$ cat src/rtl/if_prefetch_queue.sv
// Instruction prefetch queue feeding the IF/ID register: issues sequential fetches under
// a credit limit, buffers in-order responses, and flushes on a taken-branch redirect.
module if_prefetch_queue #(
  parameter int                 DEPTH    = 4,
  parameter int                 ADDR_W   = 32,
  parameter int                 DATA_W   = 32,
  parameter logic [ADDR_W-1:0]  RESET_PC = '0
) (
  input  logic                         clk,
  input  logic                         reset,
  output logic                         imem_req_valid,
  input  logic                         imem_req_ready,
  output logic [ADDR_W-1:0]            imem_req_addr,
  input  logic                         imem_rsp_valid,
  input  logic [DATA_W-1:0]            imem_rsp_data,
  input  logic                         redirect_valid,
  input  logic [ADDR_W-1:0]            redirect_pc,
  input  logic                         id_ready,
  output logic                         id_valid,
  output logic [ADDR_W-1:0]            id_pc,
  output logic [DATA_W-1:0]            id_instr,
  output logic [$clog2(DEPTH+1)-1:0]   occupancy
);

  localparam int              CW      = $clog2(DEPTH + 1);
  localparam int              PW      = $clog2(DEPTH);
  localparam logic [CW-1:0]   DEPTH_C = CW'(DEPTH);

  logic [ADDR_W-1:0] fetch_pc;
  logic [ADDR_W-1:0] rsp_pc;
  logic [ADDR_W-1:0] pc_mem    [DEPTH];
  logic [DATA_W-1:0] instr_mem [DEPTH];
  logic [PW-1:0]     rd_ptr;
  logic [PW-1:0]     wr_ptr;
  logic [CW-1:0]     count;
  logic [CW-1:0]     inflight;
  logic [CW-1:0]     drop;

  logic [CW:0]       credit_used;
  logic              has_credit;
  logic              req_fire;
  logic              rsp_take;
  logic              push;
  logic              pop;
  logic [CW-1:0]     inflight_nxt;

  // Queued plus in-flight fetches are capped at DEPTH so every response has a slot.
  assign credit_used    = {1'b0, count} + {1'b0, inflight};
  assign has_credit     = credit_used < {1'b0, DEPTH_C};

  assign imem_req_valid = reset && !redirect_valid && has_credit;
  assign imem_req_addr  = fetch_pc;
  assign req_fire       = imem_req_valid && imem_req_ready;

  assign rsp_take       = reset && imem_rsp_valid && (inflight != '0);
  assign push           = rsp_take && !redirect_valid && (drop == '0);

  assign id_valid       = reset && (count != '0);
  assign id_pc          = pc_mem[rd_ptr];
  assign id_instr       = instr_mem[rd_ptr];
  assign occupancy      = reset ? count : '0;
  assign pop            = id_valid && id_ready && !redirect_valid;

  assign inflight_nxt   = inflight + CW'(req_fire) - CW'(rsp_take);

  always_ff @(posedge clk) begin
    if (!reset) begin
      fetch_pc <= RESET_PC;
      rsp_pc   <= RESET_PC;
      rd_ptr   <= '0;
      wr_ptr   <= '0;
      count    <= '0;
      inflight <= '0;
      drop     <= '0;
    end else if (redirect_valid) begin
      // Everything still outstanding after this cycle belongs to the wrong path.
      fetch_pc <= redirect_pc;
      rsp_pc   <= redirect_pc;
      rd_ptr   <= '0;
      wr_ptr   <= '0;
      count    <= '0;
      inflight <= inflight_nxt;
      drop     <= inflight_nxt;
    end else begin
      if (req_fire) fetch_pc <= fetch_pc + ADDR_W'(4);
      inflight <= inflight_nxt;
      if (rsp_take) begin
        if (drop != '0) drop   <= drop - CW'(1);
        else            rsp_pc <= rsp_pc + ADDR_W'(4);
      end
      if (push) wr_ptr <= wr_ptr + PW'(1);
      if (pop)  rd_ptr <= rd_ptr + PW'(1);
      count <= count + CW'(push) - CW'(pop);
    end
  end

  always_ff @(posedge clk) begin
    if (push) begin
      pc_mem[wr_ptr]    <= rsp_pc;
      instr_mem[wr_ptr] <= imem_rsp_data;
    end
  end

  no_overflow: assert property (@(posedge clk) disable iff (!reset) push |-> (count != DEPTH_C));

endmodule

$ cat config.mk
export PLATFORM = sky130hd
export DESIGN_NAME = if_prefetch_queue
export DESIGN_NICKNAME = d
export VERILOG_FILES = /design/src/rtl/if_prefetch_queue.sv
export SDC_FILE = /design/constraint.sdc
export NUM_CORES = 1
export LEC_CHECK = 0
export ABC_CLOCK_PERIOD_IN_PS = 4800
export BUFFER_PORTS_ARGS = -buffer_cell sky130_fd_sc_hd__buf_2
export CORE_ASPECT_RATIO = 0.8
export CORE_MARGIN = 8
export CORE_UTILIZATION = 53
export DETAILED_ROUTE_END_ITERATION = 6
export HOLD_SLACK_MARGIN = 0.02
export PLACE_DENSITY = 0.82
export SETUP_SLACK_MARGIN = 0.5
export SKIP_LAST_GASP = 1
export SYNTH_ARGS = -nofsm -noshare
export SYNTH_HDL_FRONTEND = slang
export SYNTH_SLANG_ARGS = --single-unit
$ cat constraint.sdc
create_clock -name clk -period 4.8 [get_ports clk]
set_input_delay 1.2 -clock clk [delete_from_list [all_inputs] [get_ports clk]]
set_output_delay 1.2 -clock clk [all_outputs]
set_load 0.02 [all_outputs]
==> run metrics <==
DP Area 0.0146 mm^2; post-route design area about 0.016 mm^2; Die Ht around 160 um; post-synth top area share 57.4%; Slew @ Worst Pin slightly below 1 ns; register area share after synthesis ~70%; fmax approximately 270 MHz; root buffer cell clkbuf_16; Core Area 0.0250 mm^2; crit start category register; CTS H-tree lvls 2; gr usage total between 15 and 20%; final cycle utilization of the critical path 77.4%; Post-DRT Antenna Nets 0; CP Data Required Time 3.60 ns; setup TNS 0 ns; pin count of the biggest net entering global routing 65; DR DRC count 0; Horiz. Die Dim about 190 um; Worst Hold Class register to register; Worst-Skew Late Latency about 0.5 ns; syn avg cell area about 16 um^2; area leader, netlist edfxtp_1; RSZ-0062 raised after global routing false; Overflow after GRT 0; crit-path max FO 35; Die Area roughly 0.031 mm^2; vias between 7000 and 8000; vias in the first global route 8088; layout cells sized above 1 a little under a third; CTS tree built; first-pass GRT wire length approximately 46000 um; post-CTS setup buffer count 0; n_diodes 0; final setup fails 0; most common cell after layout, fill and taps aside edfxtp_1; WL per Instance about 22 um; cell area after synthesis roughly 0.013 mm^2; drt initial violations 657; Initial Util between 50% and 60%; Final GP Congestion approximately 0.9; Top Ports 171; dominant synthesized flop cell edfxtp_1; final clock skew 0.0168 ns; Peak VDD IR 0.000207 V; Crit. End Element primary output; syn_nets 916; FF+latch count, synth about 340; Synth async-reset ratio 0%; Reg clk slew, reported paths around 0.060 ns; Sink Count around 340; commonest non-fill, non-tap cells in the layout edfxtp_1 (256), buf_2 (170), dfxtp_1 (77), mux4_2 (64), nand2_1 (45); number of I/O port buffers 170; row cnt 52; P per Cell Area ~400 mW/mm^2; antenna violations before repair 0; largest cells by area after synthesis edfxtp_1 (57%), dfxtp_1 (12%), mux4_2 (11%); Cells after Synth 830; Final Hold Violating Endpoints 0; fin nets 1096; Fill cells about 1800; Post-synth EDFFs ~260; max-slew violations 0; max_slew headroom around a third; detail-routed via count per cell between 5 and 6; CTS Buf Count 34; CTS Buffer Depth 3; synthesis warning total 0; post-DP HPWL 19100 um; outcome finished clean; library cells used by synthesis between 50 and 60; CP arrival 2.52 ns; Lkg Pwr roughly 5.4 nW; post-CTS sizing 0; max-cap violation count 0; critical path class register to primary output; Post-Route WL just under 30000 um; CTS Hold Buffers Added 0; DRT Pass-1 Iters 6; area grow syn2layout 17.4%; Final min period approximately 3.7 ns
-- power by group --
group,leakage (nW),internal (mW),switching [mW]
clock,0.548,1.48,1.03
combinational,1.87,0.169,0.256
sequential,2.98,3.21,0.0971
-- stage by stage --
step,std cells,hold slack [ns],power [mW],utilization (%),worst slack (ns)
after floorplan,830,0.460,3.61,-,0.886
after global placement,1298,0.492,3.77,58.4,0.951
after detailed placement,1298,0.501,3.79,58.4,0.899
final,1359,0.515,6.25,62.7,1.08
after CTS,1359,0.512,6.30,62.7,0.992
after global routing,1359,0.534,6.47,62.7,0.891
-- layout make-up --
class                   instances  area [um^2]  area share (%)
clock buffers                  40          957            6.09
clock inverters                21          131           0.836
inverters                      20         75.1           0.478
multi-input cells             436         3860            24.6
flip-flops and latches        335         9270            59.0
well taps                     324          405            2.58
repair buffers                183         1010            6.43
-- flip-flops by register name, indices dropped and copies added, names as in the netlist, named ones only --
signal / flops
count: 3
imem_req_addr: 32
rd_ptr: 2
drop: 3
rsp_pc: 32
inflight: 3
wr_ptr: 2
pc_mem: 128
instr_mem: 128
-- synthesized netlist by cell type, drive strengths merged, types with 16 or more instances --
cell and instances:
a21oi 44, nor2 19, nand3 26, xnor2 33
mux4 64, o21ai 37, nand2 45, nand4 16
inv 20, xor2 22, dfxtp 79, edfxtp 256
clkbuf 25
-- cell families (layout without fill, tap and decap cells) --
group	Yosys count	after routing	share of synthesized area (%)
AO/OA/AOI/OAI	110	110	4.78
adder cells (fa/ha/maj)	16	16	1.61
flip-flops	335	335	69.2
multiplexers	68	68	11.1
AND/OR/NAND/NOR	187	187	7.73
XOR/XNOR	55	55	3.60
buffers and inverters	59	264	1.99
-- routing by layer --
layer  track usage, %  part of all wire [%]  vias up
li1                 -                     -     3598
met1             27.5                    45     3942
met2             29.9                    45      355
met3             5.04                   8.4       39
met4             4.68                   1.6        0
met5                0                     0        -
-- critical path: stages (launching register included) --
cell	delay, ns
dfxtp_4	0.79
buf_4	0.42
mux4_2	0.60
buf_2	0.19
-- worst paths after layout --
path,from,endpoint,slack [ns],cells past startpoint
setup reg to reg,inflight[2],drop[2],1.45,13
hold / removal,imem_req_addr[1],imem_req_addr[1],0.51,2
hold reg to reg,imem_req_addr[1],imem_req_addr[1],0.51,2
setup / recovery,register,id_instr[16],1.08,3
Note: power is estimated with default switching activity, not from simulation.
